### src/rtl/tag_sdpram_pkg.sv
// tag_sdpram_pkg: shared definitions for the tag/metadata simple-dual-port RAM.
//   - state_t        : sweeper/port-control FSM states
//   - params_legal   : parameter legality (lane size 8 or 9, width a whole number of lanes)
//   - calc_be_width  : number of byte lanes for a given word/lane width
//   - lane_merge     : selects the new or old value of one bit by its lane enable;
//                      used by both the array write path and the read bypass
// Optional feature macro used by the top level: TAG_SDPRAM_BYPASS_EN.
package tag_sdpram_pkg;

   typedef enum logic [0:0] {
      CLEAR = 1'b0,
      READY = 1'b1
   } state_t;

   function automatic bit params_legal(input int data_width, input int byte_size);
      return ((byte_size == 8) || (byte_size == 9)) &&
             (data_width > 0) &&
             ((data_width % byte_size) == 0);
   endfunction

   // Falls back to one lane on illegal input so elaboration can reach the
   // explicit legality error instead of failing on a zero-width port.
   function automatic int calc_be_width(input int data_width, input int byte_size);
      int width;
      if (params_legal(data_width, byte_size)) begin
         width = data_width / byte_size;
      end else begin
         width = 1;
      end
      return width;
   endfunction

   function automatic logic lane_merge(input logic old_bit, input logic new_bit,
                                       input logic lane_en);
      return lane_en ? new_bit : old_bit;
   endfunction

endpackage

### src/rtl/tag_sdpram_core.sv
// tag_sdpram_core: storage array with byte-lane write and registered read.
// No reset anywhere so the array maps onto block RAM; read is read-first
// (a same-edge write to the read address is not visible to that read).
// Ports:
//   clk           clock
//   we/waddr/wdata/wbe  write strobe, address, data, lane enables
//   re/raddr      read strobe and address
//   rdata         registered read word, held while re is low
module tag_sdpram_core
   import tag_sdpram_pkg::*;
#(
   parameter int ADDR_WIDTH = 6,
   parameter int DATA_WIDTH = 16,
   parameter int BYTE_SIZE  = 8,
   parameter int BE_WIDTH   = 2
) (
   input  logic                  clk,
   input  logic                  we,
   input  logic [ADDR_WIDTH-1:0] waddr,
   input  logic [DATA_WIDTH-1:0] wdata,
   input  logic [BE_WIDTH-1:0]   wbe,
   input  logic                  re,
   input  logic [ADDR_WIDTH-1:0] raddr,
   output logic [DATA_WIDTH-1:0] rdata
);

   localparam int DEPTH = 1 << ADDR_WIDTH;

   logic [DATA_WIDTH-1:0] mem [DEPTH];

   // Byte-lane write: only bits of enabled lanes take the new value.
   always_ff @(posedge clk) begin
      if (we) begin
         for (int b = 0; b < DATA_WIDTH; b++) begin
            mem[waddr][b] <= lane_merge(mem[waddr][b], wdata[b], wbe[b / BYTE_SIZE]);
         end
      end
   end

   // Registered read port; holds its word between reads.
   always_ff @(posedge clk) begin
      if (re) begin
         rdata <= mem[raddr];
      end
   end

endmodule

### src/rtl/tag_sdpram.sv
// tag_sdpram: parametrised single-clock simple-dual-port RAM for tag storage.
// A sweeper writes CLEAR_VALUE to every entry after reset or clear_req; the
// ports are ignored until init_done. Read latency is 1 cycle, or 2 with
// OUTPUT_REG=1. Macro TAG_SDPRAM_BYPASS_EN adds same-address write-to-read
// forwarding (per-lane merge); without it the read returns the old word.
// Ports:
//   clk, rst        clock, synchronous active-high reset
//   clear_req       one-cycle pulse starting a clear sweep (ignored while clearing)
//   init_done       high when the sweep has finished and the ports are open
//   wr_en/wr_addr/wr_data/wr_byte_en   write port with lane enables
//   rd_en/rd_addr   read port
//   rd_data         read word, held between reads
//   rd_valid        one-cycle pulse qualifying rd_data
module tag_sdpram
   import tag_sdpram_pkg::*;
#(
   parameter int                    ADDR_WIDTH  = 6,
   parameter int                    DATA_WIDTH  = 16,
   parameter int                    BYTE_SIZE   = 8,
   parameter int                    BE_WIDTH    = calc_be_width(DATA_WIDTH, BYTE_SIZE),
   parameter int                    OUTPUT_REG  = 0,
   parameter logic [DATA_WIDTH-1:0] CLEAR_VALUE = {DATA_WIDTH{1'b0}}
) (
   input  logic                  clk,
   input  logic                  rst,
   input  logic                  clear_req,
   output logic                  init_done,
   input  logic                  wr_en,
   input  logic [ADDR_WIDTH-1:0] wr_addr,
   input  logic [DATA_WIDTH-1:0] wr_data,
   input  logic [BE_WIDTH-1:0]   wr_byte_en,
   input  logic                  rd_en,
   input  logic [ADDR_WIDTH-1:0] rd_addr,
   output logic [DATA_WIDTH-1:0] rd_data,
   output logic                  rd_valid
);

   if (!params_legal(DATA_WIDTH, BYTE_SIZE) || (BE_WIDTH != DATA_WIDTH / BYTE_SIZE)) begin : g_bad_params
      $error("tag_sdpram: illegal DATA_WIDTH/BYTE_SIZE/BE_WIDTH combination");
   end

   localparam logic [ADDR_WIDTH-1:0] LAST_ADDR = {ADDR_WIDTH{1'b1}};
   localparam logic [ADDR_WIDTH-1:0] ADDR_ONE  = {{(ADDR_WIDTH-1){1'b0}}, 1'b1};

   state_t                state_r, state_s;
   logic [ADDR_WIDTH-1:0] clr_addr_r;
   logic                  init_done_r;

   logic                  core_we_s, core_re_s;
   logic [ADDR_WIDTH-1:0] core_waddr_s;
   logic [DATA_WIDTH-1:0] core_wdata_s, core_rdata_s, s1_data_s;
   logic [BE_WIDTH-1:0]   core_wbe_s;
   logic                  v1_r;

   // Next-state logic: sweep ends on the edge that writes the last address.
   always_comb begin
      state_s = state_r;
      case (state_r)
         CLEAR: begin
            if (clr_addr_r == LAST_ADDR) state_s = READY;
            else                         state_s = CLEAR;
         end
         READY: begin
            if (clear_req) state_s = CLEAR;
            else           state_s = READY;
         end
         default: state_s = CLEAR;
      endcase
   end

   // State register, sweep address counter and registered init_done.
   always_ff @(posedge clk) begin
      if (rst) begin
         state_r     <= CLEAR;
         clr_addr_r  <= {ADDR_WIDTH{1'b0}};
         init_done_r <= 1'b0;
      end else begin
         state_r     <= state_s;
         init_done_r <= (state_s == READY);
         if (state_r == CLEAR) clr_addr_r <= clr_addr_r + ADDR_ONE;  // wraps to 0 after LAST_ADDR
         else                  clr_addr_r <= {ADDR_WIDTH{1'b0}};
      end
   end

   assign init_done = init_done_r;

   // Port arbitration: the sweeper owns the array while clearing; a clear
   // request drops a coincident write, but a coincident read still launches.
   always_comb begin
      core_we_s    = 1'b0;
      core_waddr_s = wr_addr;
      core_wdata_s = wr_data;
      core_wbe_s   = wr_byte_en;
      if (state_r == CLEAR) begin
         core_we_s    = !rst;
         core_waddr_s = clr_addr_r;
         core_wdata_s = CLEAR_VALUE;
         core_wbe_s   = {BE_WIDTH{1'b1}};
      end else begin
         core_we_s    = !rst && wr_en && !clear_req;
      end
      core_re_s = !rst && rd_en && (state_r == READY);
   end

   tag_sdpram_core #(
      .ADDR_WIDTH (ADDR_WIDTH),
      .DATA_WIDTH (DATA_WIDTH),
      .BYTE_SIZE  (BYTE_SIZE),
      .BE_WIDTH   (BE_WIDTH)
   ) u_core (
      .clk   (clk),
      .we    (core_we_s),
      .waddr (core_waddr_s),
      .wdata (core_wdata_s),
      .wbe   (core_wbe_s),
      .re    (core_re_s),
      .raddr (rd_addr),
      .rdata (core_rdata_s)
   );

   // First read stage valid; reset discards in-flight reads.
   always_ff @(posedge clk) begin
      if (rst) v1_r <= 1'b0;
      else     v1_r <= core_re_s;
   end

`ifdef TAG_SDPRAM_BYPASS_EN
   logic                  byp_hit_r;
   logic [DATA_WIDTH-1:0] byp_data_r;
   logic [BE_WIDTH-1:0]   byp_be_r;

   // Capture a same-address write alongside each read; held with the read word.
   always_ff @(posedge clk) begin
      if (rst) begin
         byp_hit_r  <= 1'b0;
         byp_data_r <= {DATA_WIDTH{1'b0}};
         byp_be_r   <= {BE_WIDTH{1'b0}};
      end else if (core_re_s) begin
         byp_hit_r  <= core_we_s && (core_waddr_s == rd_addr);
         byp_data_r <= wr_data;
         byp_be_r   <= wr_byte_en;
      end else begin
         byp_hit_r  <= byp_hit_r;
      end
   end

   // Overlay forwarded lanes onto the old word returned by the array.
   always_comb begin
      s1_data_s = core_rdata_s;
      for (int b = 0; b < DATA_WIDTH; b++) begin
         s1_data_s[b] = lane_merge(core_rdata_s[b], byp_data_r[b],
                                   byp_hit_r && byp_be_r[b / BYTE_SIZE]);
      end
   end
`else
   assign s1_data_s = core_rdata_s;
`endif

   if (OUTPUT_REG != 0) begin : g_oreg
      logic [DATA_WIDTH-1:0] rd_data_r;
      logic                  v2_r;

      // Extra output register stage.
      always_ff @(posedge clk) begin
         if (rst) begin
            rd_data_r <= {DATA_WIDTH{1'b0}};
            v2_r      <= 1'b0;
         end else begin
            v2_r <= v1_r;
            if (v1_r) rd_data_r <= s1_data_s;
            else      rd_data_r <= rd_data_r;
         end
      end

      assign rd_data  = rd_data_r;
      assign rd_valid = v2_r;
   end else begin : g_no_oreg
      logic have_data_r;

      // The array read register has no reset; mask it until a read lands.
      always_ff @(posedge clk) begin
         if (rst)            have_data_r <= 1'b0;
         else if (core_re_s) have_data_r <= 1'b1;
         else                have_data_r <= have_data_r;
      end

      assign rd_data  = have_data_r ? s1_data_s : {DATA_WIDTH{1'b0}};
      assign rd_valid = v1_r;
   end

endmodule

### config.mk
export PLATFORM = sky130hd
export DESIGN_NAME = tag_sdpram
export DESIGN_NICKNAME = d
export VERILOG_FILES = /design/src/rtl/tag_sdpram_pkg.sv /design/src/rtl/tag_sdpram_core.sv /design/src/rtl/tag_sdpram.sv
export SDC_FILE = /design/constraint.sdc
export NUM_CORES = 1
export LEC_CHECK = 0
export CAP_MARGIN = 20
export CORE_MARGIN = 4
export CORE_UTILIZATION = 40
export CTS_CLUSTER_DIAMETER = 120
export DETAILED_ROUTE_END_ITERATION = 10
export MAX_ROUTING_LAYER = met4
export PLACE_DENSITY = 0.61
export SKIP_CTS_REPAIR_TIMING = 1
export SYNTH_ARGS = -nofsm -noshare
export SYNTH_HDL_FRONTEND = slang
export SYNTH_HIERARCHICAL = 1
export SYNTH_SLANG_ARGS = --single-unit
### constraint.sdc
create_clock -name clk -period 8 [get_ports clk]
set_input_delay 1.6 -clock clk [delete_from_list [all_inputs] [get_ports clk]]
set_output_delay 1.6 -clock clk [all_outputs]
set_load 0.05 [all_outputs]
; Yosys cells after proc, flatten, opt, wreduce, memory -nomap -nowiden
; Memories as Yosys holds them, arrays and structs flattened. A register that Yosys moved wholly into a read port is not among the register bits.
; Cells that the tools add are included.
[classes]
n_addsub = 1
n_reduce_logical = 9
n_mux = 26
bitwise = 1
n_eq_ne = 3
[op_table]
columns = operator, n
row1 = $mux W16, 2
row2 = $mux W1, 21
row3 = $add A6 B1 Y6 const B, 1
row4 = $eq A6 B6 Y1 const B, 1
row5 = $mux W6, 1
row6 = $logic_and A1 B1 Y1, 4
row7 = $reduce_and A2 Y1, 2
row8 = $logic_not A1 Y1, 2
row9 = $mux W2, 1
row10 = $ne A1 B1 Y1 const B, 2
row11 = $pmux W1 S2, 1
row12 = $reduce_or A2 Y1, 1
row13 = $not A1 Y1, 1
[totals]
ram_bits = 1024
elab_cells = 45
regBits = 9
mem_count = 1
inputBits = 35
[memory_table]
columns = memory, words, word_bits, read_ports, rd_ports_with_merged_regs, wr, line_no
row1 = u_core.mem, 64, 16, 1, 1, 1, tag_sdpram_core.sv:29  ; logic [DATA_WIDTH-1:0] mem [DEPTH];

; Logic depth before layout (Yosys ltp)
[logic_depth]
depth_word = 7
depth_mapped = 10
ltp_nobuf = 5

; By module
; Netlist, hierarchy kept.
[modules_own_cells]
columns = mod, cells_each, seq_area_each_um2, area_per_inst_um2, instances
row1 = tag_sdpram_core, 1906, 31230.0, 40481.3, 1
row2 = tag_sdpram, 81, 180.2, 643.1, 1

; Worst setup path before layout
; No wires, ideal clock.
[synth_path]
path_type = input to register
start = input wr_addr[0]
end = memory u_core.mem[26][0] (enable)
t_arrival_ns = 3.219
path_stages = 6
setup_slack_ns = 4.411
cell_sequence = mux2_2 > clkbuf_1 > or3b_2 > clkbuf_1 > clkbuf_1 > nor2_1
[synth_between]
elab_chain_len = 1
[synth_rtl]
columns = item, line_no
row1 = start: declaration, tag_sdpram.sv:29  ; input logic [ADDR_WIDTH-1:0] wr_addr,
row2 = $mux W6, tag_sdpram.sv:94  ; if (state_r == CLEAR) begin
row3 = end: declaration, tag_sdpram_core.sv:29
; Every way passes these cells.

==> impl_summary.txt <==
----------------------------------------------------
[Status]
  Outcome ... finished, final reports clean

[Global routing]
  GRT overflow ... 0
  Wire length of the first global-routing pass ... 140200 microns
  Number of global-route vias before repair ... 20226
  Global-route total usage across every layer ... 18.27%
  Antenna violations before repair ... 11
  Maximum number of pins on one net before global-route repair ... 122

[Die]
  Core Box Area ... 101900 sq um
  Floorplan die width ... 328.6 microns
  Die ar. ... 108000 sq um
  I/O pin cnt ... 53
  Num rows ... 117
  Die height ... 328.6 microns
  Effective utilization at floorplan ... 40.36%

[Drt]
  Violation count after the first detailed-route iteration ... 1971
  Average detailed-routed wire length per instance ... 27.22 microns
  Number of design rule violations left after detail routing ... 0
  Count of antenna-violating nets left after detailed routing ... 0
  Vias after detailed routing ... 19856
  Via-to-Cell Ratio ... 5.638
  Total iterations of the first detailed-routing run ... 5
  Routed wire length ... 95880 microns

[STA]
  Worst clock skew ... 0.02809 ns
  Period utilization ... 53.60%
  Transition time of the tightest slew-check pin ... 1.062 ns
  Worst slew margin relative to its limit ... 28.85%
  Sum of negative setup slack ... 0 ns
  FMAX ... 0.2332 GHz
  Unrepaired setup endpoints after global routing ... false
  Max-slew violation count ... 0
  Worst Hold Margin ... 0.4776 ns
  Final hold violation count ... 0
  Setup violations, final ... 0
  Min Tclk post-route ... 4.288 ns

[Place]
  Final weighted congestion in routability-driven placement ... 0.7922
  Detailed-placement wirelength estimate ... 57260 microns
  IO buf count ... 52

[Finish]
  Final net count ... 2102
  Share of final-layout standard cells stronger than drive strength 1 ... 21.61%
  Final core area utilization ... 45.55%
  Fill cell count ... 8467
  Area added between synthesis and finish ... 12.86%

[Setup path]
  Critical Path Slowest Stage Cell ... sky130_fd_sc_hd__buf_4
  Largest stage delay, worst path ... 0.76 ns
  Endpoint required time on the critical path ... 8.42 ns
  Crit-path cells ... buf_6 > buf_4 > mux4_2 > mux2_2 > nand2_1 > nand4_1 > and4_1
  Kind of cell adding the most delay to the critical path ... buffers and inverters
  Nature of the critical path endpoint ... flip-flop
  Arr. time, crit path ... 4.71 ns
  Worst setup SP type ... input port
  Type of the worst setup path ... input port to flip-flop
  CP Buf/Inv Count ... 2
  Maximum fanout encountered on the critical timing path ... 90

[Synth]
  Combined area of all synthesized cells ... 41120 sq um
  Count of different cell masters after synthesis ... 49
  Net count after synthesis ... 2023
  Avg Inst Size Synth ... 20.70 sq um
  Leading cell types by total area after synthesis ... sky130_fd_sc_hd__edfxtp_1 76%, sky130_fd_sc_hd__mux4_2 12%, sky130_fd_sc_hd__mux2i_1 2.1%, sky130_fd_sc_hd__nor2_1 1.3%, sky130_fd_sc_hd__mux4_1 0.89%
  Cell taking the most area after synthesis ... sky130_fd_sc_hd__edfxtp_1
  Area fraction of the dominant cell type after synthesis ... 75.94%
  Gate Count Post-Synth ... 1987
  Post-synthesis sequential area ratio ... 76.38%
  Seq cells post-synth ... 1049
  Number of warnings printed during yosys synthesis ... 6

[Clock tree]
  Clock net sink count ... 1049
  Inserted Clock Buffers ... 103
  CTS clock-pin slew for the worst setup and hold paths ... 0.06 ns
  CTS Buffer Depth ... 3
  Clock tree root driver cell ... sky130_fd_sc_hd__clkbuf_16
  CTS tree ... built
  Htree depth ... 3
  Clock latency of the later-clocked register in the worst-skew pair ... 0.67 ns

[Power and ir drop]
  Static leakage power ... 0.01571 uW
  Max rail drop VDD ... 0.2202 mV
  P per Cell Area ... 243.4 nW/um^2

[Worst hold path]
  Path category of the worst min-delay check ... flip-flop to flip-flop

[Flow run]
  MaxCap Viol Count ... 0

----------------------------------------------------
==> synthesized netlist by cell type, drive strengths merged <==
cell type and n:
a22oi 39, nand3 26, nand3b 3, a22o 6, or3 3, dfxtp 9
and3 4, and2 34, a221oi 14, clkbuf 38, and3b 2, mux2 31
inv 2, a221o 6, edfxtp 1040, nand2b 5, a311oi 8, mux4 224
buf 77, ha 1, a211o 8, nand2 69, xor2 2, and4 5
a21boi 2, nor4 3, a21oi 18, xnor2 1, nand4 10, nor2 146
or2 1, a31oi 8, nor2b 28, or3b 2, a41oi 5, a21o 1
mux2i 87, a211oi 10, o21ai 9
==> final cells by class <==
type | instances | area (sq um) | area share [%]
multi-input cells | 821 | 9002 | 19.40
clock inverters | 72 | 788.3 | 1.698
inverters | 2 | 7.507 | 0.01617
diodes | 2 | 5.005 | 0.01078
flip-flops and latches | 1049 | 31410 | 67.67
clock buffers | 119 | 2659 | 5.728
well taps | 1368 | 1712 | 3.688
repair buffers | 89 | 830.8 | 1.790
==> sequential cells by signal, summed over array words and instances, names as in the netlist <==
name and cells:
init_done 1, g_no_oreg.have_data_r 1, rd_valid 1, clr_addr_r 6, u_core/rdata 16, u_core/mem 1024
==> worst reg2reg max path, delay by kind of cell, from the launching register on <==
kind	cells	cell delay, ns
and+or+nand+nor	3	1.80
DFF	1	0.56
muxes	1	0.41
==> where the power goes <==
part	internal, uW	switching [uW]	total [uW]
Combinational	172	255	427
Sequential	5970	4.33	5970
Clock	2870	2030	4890
Total	9010	2290	11300
==> path summary, 6_finish.rpt <==
check                                start                          end  slack (ns)  cells after the start
setup / recovery                rd_addr[1]    u_core/rdata[4]$_DFFE_PP_        3.71                      7
hold / removal    clr_addr_r[0]$_SDFF_PP0_     clr_addr_r[0]$_SDFF_PP0_        0.48                      1
setup reg to reg      init_done$_SDFF_PP0_  u_core/mem[51][4]$_DFFE_PP_        4.83                      4
hold reg to reg   clr_addr_r[0]$_SDFF_PP0_     clr_addr_r[0]$_SDFF_PP0_        0.48                      1
==> per-stage QoR <==
| stage | worst slack (ns) | power, uW | std cells | cell area [sq um] |
|---|---|---|---|---|
| floorplan | 4.411 | 6383 | 1987 | 41120 |
| global placement | 3.056 | 6518 | 3328 | 42950 |
| detailed placement | 3.030 | 6521 | 3329 | 42960 |
| CTS | 3.747 | 11390 | 3520 | 46410 |
| global route | 3.594 | 11650 | 3522 | 46410 |
| finish | 3.712 | 11300 | 3522 | 46410 |
==> metal layers <==
metal	track usage [%]	routed length [microns]	vias up	part of all wire, %
met1	24.23	39170	10564	41
met5	-	0	-	0
met3	4.074	7730	162	8.1
met2	28.46	46440	776	48
li1	-	-	8354	-
met4	5.613	2543	0	2.7
==> kinds of logic after synthesis <==
logic type	count (synthesis)	synth area share (%)
flip-flops	1049	76.38
multiplexers	342	15.36
AND/OR/NAND/NOR	341	3.922
AO/OA/AOI/OAI	134	2.428
buffers and inverters	117	1.816
XOR/XNOR	3	0.06390
adder cells (fa/ha/maj)	1	0.03042
==> layout by cell type (no fill, tap or decap), types with 6 or more instances in the layout <==
master                            synthesis  layout
sky130_fd_sc_hd__a211o_1                  8       8
sky130_fd_sc_hd__mux4_2                 210     210
sky130_fd_sc_hd__buf_4                   14      34
sky130_fd_sc_hd__bufinv_16                0      15
sky130_fd_sc_hd__a211oi_1                10      10
sky130_fd_sc_hd__a22o_1                   6       6
sky130_fd_sc_hd__a221oi_1                14      14
sky130_fd_sc_hd__a22oi_1                 39      39
sky130_fd_sc_hd__a21oi_1                 17      17
sky130_fd_sc_hd__clkbuf_16                0     104
sky130_fd_sc_hd__nand3_1                 25      24
sky130_fd_sc_hd__a311oi_1                 8       8
sky130_fd_sc_hd__nand2_1                 69      69
sky130_fd_sc_hd__nand4_1                 10      10
sky130_fd_sc_hd__clkinv_1                 0      23
sky130_fd_sc_hd__nor2_1                 146     145
sky130_fd_sc_hd__mux2_2                  31      31
sky130_fd_sc_hd__and2_2                   0      16
sky130_fd_sc_hd__clkinvlp_4               0       6
sky130_fd_sc_hd__a31oi_1                  8       8
sky130_fd_sc_hd__clkdlybuf4s50_1          0      47
sky130_fd_sc_hd__nor2b_1                 28      25
sky130_fd_sc_hd__mux2i_1                 87      87
sky130_fd_sc_hd__clkinv_2                 0      20
sky130_fd_sc_hd__a221o_1                  6       6
sky130_fd_sc_hd__mux4_1                  14      14
sky130_fd_sc_hd__dfxtp_1                  9       9
sky130_fd_sc_hd__edfxtp_1              1040    1040
sky130_fd_sc_hd__and2_1                  34      18
sky130_fd_sc_hd__o21ai_0                  6       6
sky130_fd_sc_hd__clkbuf_1                37      15
Note: power is estimated with default switching activity, not from simulation.
